$ cat src/rtl/fake_netlist_pkg.sv
// Shared types, widths and step functions for the benchmark-netlist pattern driver.
// Consumed by pattern_lfsr7 and fake_netlist_pattern_driver.
package fake_netlist_pkg;

  localparam int unsigned PAT_W = 7;
  localparam int unsigned SIG_W = 16;

  // x^7 + x^6 + 1: feedback is l[6] ^ l[5]
  localparam logic [PAT_W-1:0] LFSR7_TAPS = 7'b1100000;
  localparam logic [SIG_W-1:0] SIG_POLY   = 16'h1021;

  typedef enum logic [1:0] {
    StIdle,
    StDrive,
    StCapture,
    StDone
  } state_e;

  function automatic logic [PAT_W-1:0] lfsr7_next(input logic [PAT_W-1:0] l);
    return {l[PAT_W-2:0], ^(l & LFSR7_TAPS)};
  endfunction

  function automatic logic [SIG_W-1:0] sig_step(input logic [SIG_W-1:0] sig, input logic resp);
    logic fb;
    fb = sig[SIG_W-1] ^ resp;
    return {sig[SIG_W-2:0], 1'b0} ^ (fb ? SIG_POLY : '0);
  endfunction

endpackage

$ cat src/rtl/pattern_lfsr7.sv
// 7-bit maximal-length Fibonacci LFSR with synchronous seed load and advance.
module pattern_lfsr7
  import fake_netlist_pkg::*;
#(
  parameter logic [PAT_W-1:0] ResetVal = 7'h01
) (
  input  logic             clk,
  input  logic             rst,
  input  logic             load_i,
  input  logic             advance_i,
  input  logic [PAT_W-1:0] seed_i,
  output logic [PAT_W-1:0] state_o
);

  logic [PAT_W-1:0] lfsr_q, lfsr_d;

  always_comb begin
    lfsr_d = lfsr_q;
    if (load_i) begin
      lfsr_d = seed_i;
    end else if (advance_i) begin
      lfsr_d = lfsr7_next(lfsr_q);
    end
  end

  always_ff @(posedge clk or posedge rst) begin
    if (rst) begin
      lfsr_q <= ResetVal;
    end else begin
      lfsr_q <= lfsr_d;
    end
  end

  assign state_o = lfsr_q;

endmodule

$ cat src/rtl/fake_netlist_pattern_driver.sv
// Drives LFSR vectors into a 7-in/1-out netlist and folds its response into a 16-bit signature.
// Optional macro PATTERN_DRIVER_ZERO_VEC_EN: first vector of each run is all-zero.
module fake_netlist_pattern_driver
  import fake_netlist_pkg::*;
#(
  parameter int unsigned      NUM_PATTERNS  = 127,
  parameter logic [PAT_W-1:0] SEED          = 7'h01,
  parameter int unsigned      SETTLE_CYCLES = 1,
  parameter logic [SIG_W-1:0] SIG_INIT      = 16'hFFFF
) (
  input  logic             clk,
  input  logic             rst,
  input  logic             start_i,
  output logic [PAT_W-1:0] pattern_o,
  input  logic             resp_i,
  output logic             busy_o,
  output logic             done_o,
  output logic [SIG_W-1:0] signature_o,
  output logic [15:0]      pattern_count_o
);

  // An all-zero seed would lock the LFSR up
  localparam logic [PAT_W-1:0] SeedEff    = (SEED == '0) ? 7'h01 : SEED;
  localparam int unsigned      SettleEff  = (SETTLE_CYCLES < 1) ? 1 : SETTLE_CYCLES;
  localparam logic [15:0]      SettleLast = 16'(SettleEff - 1);
  localparam logic [15:0]      NumPat     = 16'(NUM_PATTERNS);

`ifdef PATTERN_DRIVER_ZERO_VEC_EN
  localparam logic [PAT_W-1:0] FirstVec = '0;
`else
  localparam logic [PAT_W-1:0] FirstVec = SeedEff;
`endif

  state_e           state_q, state_d;
  logic [15:0]      settle_q, settle_d;
  logic [15:0]      count_q, count_d;
  logic [SIG_W-1:0] sig_q, sig_d;
  logic [PAT_W-1:0] pat_q, pat_d;
  logic             lfsr_load, lfsr_adv;
  logic [PAT_W-1:0] lfsr_state;

  pattern_lfsr7 #(
    .ResetVal (SeedEff)
  ) u_lfsr (
    .clk       (clk),
    .rst       (rst),
    .load_i    (lfsr_load),
    .advance_i (lfsr_adv),
    .seed_i    (SeedEff),
    .state_o   (lfsr_state)
  );

  always_comb begin
    state_d   = state_q;
    settle_d  = settle_q;
    count_d   = count_q;
    sig_d     = sig_q;
    pat_d     = pat_q;
    lfsr_load = 1'b0;
    lfsr_adv  = 1'b0;
    case (state_q)
      StIdle: begin
        if (start_i) begin
          lfsr_load = 1'b1;
          pat_d     = FirstVec;
          sig_d     = SIG_INIT;
          count_d   = '0;
          settle_d  = '0;
          state_d   = StDrive;
        end
      end
      StDrive: begin
        if (settle_q == SettleLast) begin
          settle_d = '0;
          state_d  = StCapture;
        end else begin
          settle_d = settle_q + 16'd1;
        end
      end
      StCapture: begin
        sig_d   = sig_step(sig_q, resp_i);
        count_d = count_q + 16'd1;
`ifdef PATTERN_DRIVER_ZERO_VEC_EN
        // After the zero vector the LFSR still holds the seed, so present it unadvanced
        if (count_q == '0) begin
          pat_d = lfsr_state;
        end else begin
          lfsr_adv = 1'b1;
          pat_d    = lfsr7_next(lfsr_state);
        end
`else
        lfsr_adv = 1'b1;
        pat_d    = lfsr7_next(lfsr_state);
`endif
        state_d = (count_d == NumPat) ? StDone : StDrive;
      end
      StDone: begin
        state_d = StIdle;
      end
      default: begin
        state_d = StIdle;
      end
    endcase
  end

  always_ff @(posedge clk or posedge rst) begin
    if (rst) begin
      state_q  <= StIdle;
      settle_q <= '0;
      count_q  <= '0;
      sig_q    <= '0;
      pat_q    <= '0;
    end else begin
      state_q  <= state_d;
      settle_q <= settle_d;
      count_q  <= count_d;
      sig_q    <= sig_d;
      pat_q    <= pat_d;
    end
  end

  assign pattern_o       = pat_q;
  assign busy_o          = (state_q == StDrive) || (state_q == StCapture);
  assign done_o          = (state_q == StDone);
  assign signature_o     = sig_q;
  assign pattern_count_o = count_q;

endmodule
$ cat config.mk
export PLATFORM = sky130hd
export DESIGN_NAME = fake_netlist_pattern_driver
export DESIGN_NICKNAME = d
export VERILOG_FILES = /design/src/rtl/fake_netlist_pkg.sv /design/src/rtl/pattern_lfsr7.sv /design/src/rtl/fake_netlist_pattern_driver.sv
export SDC_FILE = /design/constraint.sdc
export NUM_CORES = 1
export LEC_CHECK = 0
export BUFFER_PORTS_ARGS = -buffer_cell sky130_fd_sc_hd__buf_2
export CAP_MARGIN = 20
export CORE_ASPECT_RATIO = 1.75
export CORE_MARGIN = 1
export CORE_UTILIZATION = 60
export CTS_BUF_LIST = sky130_fd_sc_hd__clkbuf_8
export CTS_CLUSTER_DIAMETER = 30
export DETAILED_ROUTE_END_ITERATION = 10
export GPL_TIMING_DRIVEN = 0
export PLACE_DENSITY_LB_ADDON = 0.3
export RECOVER_POWER = 50
export SETUP_SLACK_MARGIN = 0.05
export SLEW_MARGIN = 10
export SYNTH_ARGS = -nofsm -noshare
export SYNTH_HDL_FRONTEND = slang
export SYNTH_SLANG_ARGS = --single-unit
$ cat constraint.sdc
create_clock -name clk -period 4.06 [get_ports clk]
set_input_delay 0.406 -clock clk [delete_from_list [all_inputs] [get_ports clk]]
set_output_delay 0.406 -clock clk [all_outputs]
set_load 0.05 [all_outputs]
# ---- After elaboration in Yosys (flattened, before gate mapping)
# Index checks and enable logic that the tools add are counted.
dict set report op_classes {
  n_addsub 2
  eq_ne 6
  muxes 18
  bitwise_logic 2
  n_reduce_logical 10
}
# cell count
set op_table {}
lappend op_table {{$pmux 16 s2} 3}
lappend op_table {{$mux 16} 3}
lappend op_table {{$add 16x1->16 const B} 2}
lappend op_table {{$mux 7} 3}
lappend op_table {{$eq 16x7->1 const B} 1}
lappend op_table {{$logic_not 16->1} 1}
lappend op_table {{$xor 16x13->16} 1}
lappend op_table {{$pmux 7 s2} 1}
lappend op_table {{$mux 13} 1}
lappend op_table {{$pmux 2 s4} 1}
lappend op_table {{$reduce_xor 7->1} 1}
lappend op_table {{$mux 2} 3}
lappend op_table {{$reduce_and 2->1} 3}
lappend op_table {{$reduce_bool 2->1} 3}
lappend op_table {{$eq 2x2->1 const B} 2}
lappend op_table {{$ne 2x2->1 const B} 2}
lappend op_table {{$mux 1} 3}
lappend op_table {{$eq 2x1->1 const B} 1}
lappend op_table {{$logic_not 2->1} 1}
lappend op_table {{$logic_or 1x1->1} 1}
lappend op_table {{$xor 1x1->1} 1}
dict set report word_totals {
  regBits 64
  in_bits 4
}

# ---- Longest topological paths before layout
# Gate-level depths: netlist (run 1).
dict set report depth {
  depth_word 4
  depth_mapped 9
}

# ---- Modules after synthesis
# A second synthesis (run 1) with hierarchy kept.
dict set report hier_totals {
  cells_unflattened 326
  hier_area_um2 3175.5
}
# mod n_inst cells_each area_each_um2
set by_module_without_submodules {}
lappend by_module_without_submodules {fake_netlist_pattern_driver 1 293 2826.5}
lappend by_module_without_submodules {pattern_lfsr7 1 33 349.1}

# ---- Worst setup path after synthesis (run 1)
# Ideal clock, no wire load.
dict set report synth_timing {
  kind {reg2reg}
  start {reg count_q[0] (netlist: pattern_count_o[0])}
  end {reg state_q[1]}
  t_arrival_ps 2197
  required_ps 3965
  setup_slack_ps 1767
  stages_incl_launch_ff 8
  n_path_buf 1
  synth_period_minus_slack_ps 2293
  cell_sequence {dfrtp_1 ha_1 nand3_1 buf_2 o21a_1 a2111oi_0 o221ai_1 o31ai_1}
}
dict set report synth_via {
  elab_chain_len 4
}
# element line
set synth_rtl {}
lappend synth_rtl {{from (decl)} fake_netlist_pattern_driver.sv:36} ;# logic [15:0] count_q, count_d;
lappend synth_rtl {{from (signal assigned)} fake_netlist_pattern_driver.sv:116} ;# count_q <= count_d;
lappend synth_rtl {{$add 16x1->16} fake_netlist_pattern_driver.sv:82} ;# count_d = count_q + 16'd1;
lappend synth_rtl {{$eq 16x7->1} fake_netlist_pattern_driver.sv:95} ;# state_d = (count_d == NumPat) ? StDone : StDrive;
lappend synth_rtl {{$mux 2} fake_netlist_pattern_driver.sv:95}
lappend synth_rtl {{$pmux 2 s4} fake_netlist_pattern_driver.sv:61} ;# case (state_q)
lappend synth_rtl {{to (signal assigned)} fake_netlist_pattern_driver.sv:108} ;# state_q <= StIdle;
lappend synth_rtl {{to (signal assigned)} fake_netlist_pattern_driver.sv:114} ;# state_q <= state_d;
lappend synth_rtl {{to (decl)} fake_netlist_pattern_driver.sv:34} ;# state_e state_q, state_d;
# Every way passes these cells.
# A chain may end at the register's enable or synchronous reset.

# ---- Worst setup path in the final report (run 1)
dict set report layout_timing {
  start {reg state_q[1]}
  end {reg count_q[7] (netlist: pattern_count_o[7])}
}
dict set report layout_via {
  elab_chain_len 3
  word_cells_on_any_way 6
  cone_classes {eq/ne: 2; mux: 1; reduce/logical: 3}
}
# element line
set layout_rtl {}
lappend layout_rtl {{$eq 2x2->1 / $logic_not 2->1 (equally long branches)} fake_netlist_pattern_driver.sv:61}
lappend layout_rtl {{$reduce_bool 2->1 (no source line) / $ne 2x2->1 (equally long branches)} --}
lappend layout_rtl {{$reduce_and 2->1 (no source line)} --}
# Parallel ways exist; a longest one is shown, timed or not.

==> results.py, run 1 <==
metrics = {
    "pwr": {
        "p_leak_nw": 1.67,
        "powerDensity_mw_per_mm2": 330,
        "seq_power_share_pct": 52.5,
        "fin_total_pwr_w": 0.00122,
        "p_comb_share_pct": 1.9,
        "switching_share_pct": 21.6,
        "netSwitchingPower_w": 0.000264,
        "p_int_w": 0.000957,
        "pwr-share-clk_pct": 45.6,
        "peakVddDrop_v": 0.000235,
    },
    "synth": {
        "syn_inst": 325,
        "ys_warn_count": 0,
        "synth_edf_count": 0,
        "synth_ff_type": "dfrtp_1",
        "synth_area_mm2": 0.00323,
        "synthDistinctLibCells": 51,
        "yosysSeqAreaShare_pct": 49.6,
        "synth.avg_cell_area_um2": 9.94,
        "async_flop_share_pct": 100,
        "synth_nets": 337,
        "ys_ff_latch": 64,
    },
    "clock_tree": {
        "ctsRootBufferMaster": "clkbuf_8",
        "numCtsBuffers": 9,
        "clock-sinks": 64,
        "cts_buffer_depth": 2,
        "cts_tree": "done",
        "ctsResizeCount": 0,
        "clk_pin_slew_ps": 70,
        "h-tree-depth": 3,
        "worstSkewPairLatency_ps": 340,
        "post-cts-setup-buffer-count": 0,
        "cts_hold_buf": 0,
    },
    "grt": {
        "grt_pass1_wl_mm": 12.1,
        "grt_pass1_vias": 2681,
        "grt_overflow": 0,
        "grt_max_degree": 65,
        "antenna_found_initial": 0,
        "gr-usage-all-layers_pct": 27.7,
    },
    "worst_setup_path": {
        "cp.required_ps": 4270,
        "reg2reg_depth": 9,
        "critPathCapture": "pattern_count_o[7]",
        "startpoint": "state_q[1]",
        "reg2reg_slack_ps": 1600,
        "path_class": "reg2reg",
        "crit_arrival_ps": 2670,
        "cp_max_fo": 10,
        "r2r_end": "pattern_count_o[7]",
        "reg2reg_from": "state_q[1]",
        "start_kind": "register",
        "endpoint_kind": "register",
    },
    "floorplanning": {
        "die_h_um": 99.1,
        "io_pins": 45,
        "num_rows": 35,
        "start_util_pct": 62.0,
        "core_area_mm2": 0.00521,
        "die_area_mm2": 0.00569,
        "die_w_um": 57.5,
    },
    "timing": {
        "fmax_mhz": 406,
        "worstMarginPinSlew_ps": 2710,
        "setup_viol": 0,
        "tns_ps": 0,
        "slew_viol_final": 65,
        "slew-limit-headroom_pct": -81.4,
        "rsz0062_at_grt": "no",
        "hold_slack_ps": 504,
        "hold_viol_final": 0,
        "finalClockSkew_ps": 6.39,
        "period_share_pct": 60.6,
        "min_period_ps": 2460,
    },
    "place": {
        "place_congestion": 0.860,
        "detailed_place_hpwl_mm": 5.10,
        "placed_cells": 424,
        "io_buffers": 44,
    },
    "final_layout": {
        "area_growth_pct": 14.6,
        "drive_gt1_share_pct": 15.3,
        "fill_cells": 426,
        "post-route-util_pct": 71.0,
        "final_nets": 392,
        "stdcell_count": 440,
        "antenna_cells": 0,
    },
    "run": {
        "drv_cap": 1,
    },
    "drt": {
        "post_drt_wl_per_cell_um": 16.5,
        "ant_nets": 0,
        "first_pass_iters": 7,
        "drt_iter0_drc": 66,
        "viasPerCell": 6.18,
        "drc": 3,
        "num_vias": 2719,
        "routed_wl_mm": 7.25,
    },
    "status": {
        "status": "finished, violations left",
        "failed_checks": "design-rule violations, max-capacitance violations, max-slew violations",
    },
    "worst_hold_path": {
        "hold_class": "reg2reg",
    },
}
==> cell usage in the layout (no fill, tap or decap), types with 5 or more instances in the layout <==
master	n
o21ai_0	35
nor2_1	27
a21oi_1	15
or3_1	7
and3_1	5
nand3_1	16
clkbuf_1	29
nand4_1	7
dfrtp_1	63
inv_1	10
nand2_1	25
buf_2	29
xnor2_1	7
a22o_1	9
nor3_1	6
o22a_1	14
clkbuf_8	11
mux2i_1	8
ha_1	8
==> worst max-delay path, cell delays in order, from the launching register on <==
cell,delay [ps]
dfrtp_1,450
inv_1,110
ha_1,210
and2_1,140
clkbuf_1,340
a21o_1,270
clkbuf_1,460
o21ai_0,170
nand2_1,100
o31ai_1,70
==> power by group through the flow <==
stage,Combinational [W],Sequential [W],Clock [W]
2_1_floorplan,0.0000123,0.000658,0
3_3_place_gp,0.0000246,0.000652,0
3_5_place_dp,0.0000253,0.000652,0
4_1_cts,0.0000253,0.000640,0.000565
5_1_grt,0.0000270,0.000640,0.000588
6_report,0.0000237,0.000641,0.000557
==> registers in the layout, summed over array words and instances (netlist names) <==
signal,cells
settle_q,16
pattern_count_o,16
pattern_o,7
state_q,2
u_lfsr.state_o,7
signature_o,16
==> synthesized netlist by cell type (all sizes together) (2+ instances only) <==
master,n,share of area [%]
ha,8,3.1
a22o,9,2.4
xor2,4,1.1
inv,11,1.3
or4,2,0.58
nor2,28,3.5
xnor2,7,1.9
nor4,3,0.77
a21o,2,0.46
or2,2,0.39
or3,7,1.4
buf,8,1.4
dfrtp,63,49
a21oi,15,2.3
clkbuf,9,1.0
mux2i,8,2.5
o21ai,35,5.4
o22a,14,3.8
nand4,7,1.4
nand3,17,2.8
a31oi,2,0.39
o31ai,4,0.93
o41ai,3,1.4
and3,5,0.97
nand2,26,3.1
and4,2,0.54
and2,3,0.58
nor3,6,0.93
==> final cells by class <==
cell class                      count  area [µm²]  share of cell area, %
Sequential cell                    64        1600                   43.3
Multi-Input combinational cell    233        1510                   40.7
Timing Repair Buffer               44         195                   5.27
Clock buffer                       11         151                   4.09
Buffer                             17        77.6                   2.10
Tap cell                           55        68.8                   1.86
Clock inverter                      5        55.1                   1.49
Inverter                           11        42.5                   1.15
==> metal layers <==
layer	part of all wire [%]	routed length [µm]	GRT usage (%)
met5	0	0	0
met4	2.7	198	15.2
met3	4.1	299	6.30
met2	53	3860	47.6
met1	40	2890	30.9
==> cells by family after synthesis <==
family          share of synthesized area (%)
buf+inv                                  3.68
simple gates                             18.2
mux                                      2.83
xor+xnor                                 2.98
compound gates                           19.6
fa+ha+maj                                3.10
flops                                    49.6
==> worst min path at each step <==
| stage | start | end | cells past startpoint |
|---|---|---|---|
| 4_1_cts | rst | pattern_o[6] | 2 |
| 2_1_floorplan | settle_q[2] | settle_q[2] | 1 |
| 5_1_grt | pattern_o[4] | pattern_o[4] | 1 |
| 3_5_place_dp | pattern_o[1] | pattern_o[1] | 1 |
| 6_report | pattern_o[1] | pattern_o[1] | 1 |
| 3_3_place_gp | pattern_o[4] | pattern_o[4] | 1 |
==> per-stage QoR <==
step	setup slack [ps]	area (µm²)
2_1_floorplan	1770	3230
3_3_place_gp	1320	3520
3_5_place_dp	1640	3520
4_1_cts	1600	3730
5_1_grt	1340	3700
6_report	1600	3700
No activity file was read; power rests on OpenSTA's default activity.
==> inputs of run 2 (changes only) <==
Settings changed: CORE_UTILIZATION 60 to 54.
Clock period 4.06 ns to 2 ns, I/O delays scaled along.
==> run 2 against run 1 <==
The flow now finishes without violations; power up 89%; critical path depth down 4; sequential power up 100%; clock power up 72%; worst setup slack worse by 1600 ps.
==> results.py, run 2 (synthesized netlist as in run 1, its figures left out) <==
metrics = {
    "status": {
        "status": "finished, final reports clean",
    },
    "timing": {
        "min_period_ps": 1980,
        "slew_viol_final": 0,
        "worstMarginPinSlew_ps": 1320,
        "finalClockSkew_ps": 7.58,
        "period_share_pct": 98.9,
        "fmax_mhz": 505,
        "setup_ws_ps": 21.4,
        "slew-limit-headroom_pct": 12.1,
        "rsz0062_at_grt": "yes",
        "hold_slack_ps": 228,
        "setup_viol": 0,
        "hold_viol_final": 0,
    },
    "floorplanning": {
        "num_rows": 36,
        "die_h_um": 104,
        "io_pins": 45,
        "core_area_mm2": 0.00568,
        "die_area_mm2": 0.00631,
        "die_w_um": 60.5,
        "start_util_pct": 56.9,
    },
    "pwr": {
        "p_leak_nw": 1.79,
        "peakVddDrop_v": 0.000598,
        "pwr-share-clk_pct": 41.5,
        "p_comb_share_pct": 2.1,
        "powerDensity_mw_per_mm2": 582,
        "p_int_w": 0.00180,
        "switching_share_pct": 21.8,
        "seq_power_share_pct": 56.4,
        "netSwitchingPower_w": 0.000502,
    },
    "drt": {
        "post_drt_wl_per_cell_um": 16.5,
        "routed_wl_mm": 7.80,
        "first_pass_iters": 4,
        "viasPerCell": 5.96,
        "ant_nets": 0,
        "drt_iter0_drc": 152,
        "drc": 0,
        "num_vias": 2811,
    },
    "grt": {
        "grt_overflow": 0,
        "antenna_found_initial": 0,
        "grt_pass1_vias": 2731,
        "grt_pass1_wl_mm": 12.4,
        "grt_max_degree": 65,
        "gr-usage-all-layers_pct": 26.3,
    },
    "clock_tree": {
        "clk_pin_slew_ps": 70,
        "cts_buffer_depth": 2,
        "clock-sinks": 64,
        "cts_hold_buf": 0,
        "numCtsBuffers": 9,
        "h-tree-depth": 3,
        "ctsRootBufferMaster": "clkbuf_8",
        "worstSkewPairLatency_ps": 340,
        "cts_tree": "done",
    },
    "place": {
        "io_buffers": 44,
        "post-place-ws_ps": -458,
        "place_congestion": 0.924,
        "dpl_cell_area_mm2": 0.00358,
        "detailed_place_hpwl_mm": 5.21,
    },
    "final_layout": {
        "final_area_mm2": 0.00396,
        "layout_common_cells": "dfrtp_1 (54), buf_2 (36), o21ai_0 (29)",
        "mostFrequentLayoutCell": "dfrtp_1",
        "final_nets": 403,
        "antenna_cells": 0,
        "drive_gt1_share_pct": 30.3,
        "post-route-util_pct": 69.7,
        "area_growth_pct": 22.5,
    },
    "worst_setup_path": {
        "r2r_end": "settle_q[11]",
        "startpoint": "settle_q[3]",
        "crit_arrival_ps": 2190,
        "start_kind": "register",
        "critPathMaxStageDelay_ps": 540,
        "path_class": "reg2reg",
        "reg2reg_depth": 5,
        "reg2reg_slack_ps": 20,
        "endpoint_kind": "register",
        "crit_path_top_delay_cell": "o41a_4",
        "reg2reg_from": "settle_q[3]",
        "cp.required_ps": 2210,
        "cp_max_fo": 5,
        "worstPathCellList": "or4_4 -> o41a_4 -> nor2_4 -> buf_6 -> a21oi_2",
    },
    "worst_hold_path": {
        "hold_class": "in2async",
    },
    "run": {
        "drv_cap": 0,
    },
}
==> run 2: final cells by class <==
class                   count  area (µm²)
well taps                  76        95.1
clock buffers              11         151
multi-input cells         233        1630
inverters                  11        41.3
flip-flops and latches     64        1610
fillers                   473        1720
plain buffers              14        87.6
repair buffers             58         317
clock inverters             5        20.0
==> run 2: power groups by stage <==
stage	Combinational (W)	Sequential [W]	Clock, W
floorplan	0.0000249	0.00133	0
global placement	0.0000502	0.00132	0
detailed placement	0.0000518	0.00132	0
CTS	0.0000518	0.00130	0.000980
global route	0.0000556	0.00130	0.00104
finish	0.0000486	0.00130	0.000956
==> run 2: timing repair <==
item                                    4_1_cts  5_1_grt
cloned                                        0        1
pin swaps                                     2        7
buffers inserted                              7        6
endpoints found under the setup margin       51       34
resized for setup                            13       47
==> run 2: stage by stage <==
step	instances	setup TNS, ps	total power [W]
6_report	472	0	0.00230
5_1_grt	472	-279	0.00239
4_1_cts	466	0	0.00233
3_5_place_dp	445	-9890	0.00138
3_3_place_gp	445	-44320	0.00137
2_1_floorplan	325	0	0.00136
==> run 2: metal layers <==
layer | GRT usage (%) | wire, µm
met1 | 29.6 | 3000
met2 | 42.9 | 4240
met3 | 5.60 | 259
met4 | 17.0 | 301
met5 | 0 | 0
==> run 2: critical path: cells and delay by family, from the launching register on <==
| family | cells | cell delay (ps) |
|---|---|---|
| AND/OR/NAND/NOR | 2 | 690 |
| flip-flops | 1 | 440 |
| AO/OA/AOI/OAI | 2 | 580 |
| buffers and inverters | 1 | 160 |
==> run 2: how the worst max path moves through the flow <==
| stage | endpoint | slack [ps] | depth (start not counted) |
|---|---|---|---|
| after detailed placement | pattern_count_o[7] | -460 | 9 |
| after CTS | pattern_count_o[7] | 30 | 8 |
| after floorplan | state_q[1] | 30 | 6 |
| final | settle_q[11] | 20 | 5 |
| after global placement | pattern_count_o[2] | -750 | 2 |
| after global routing | state_q[1] | -100 | 7 |
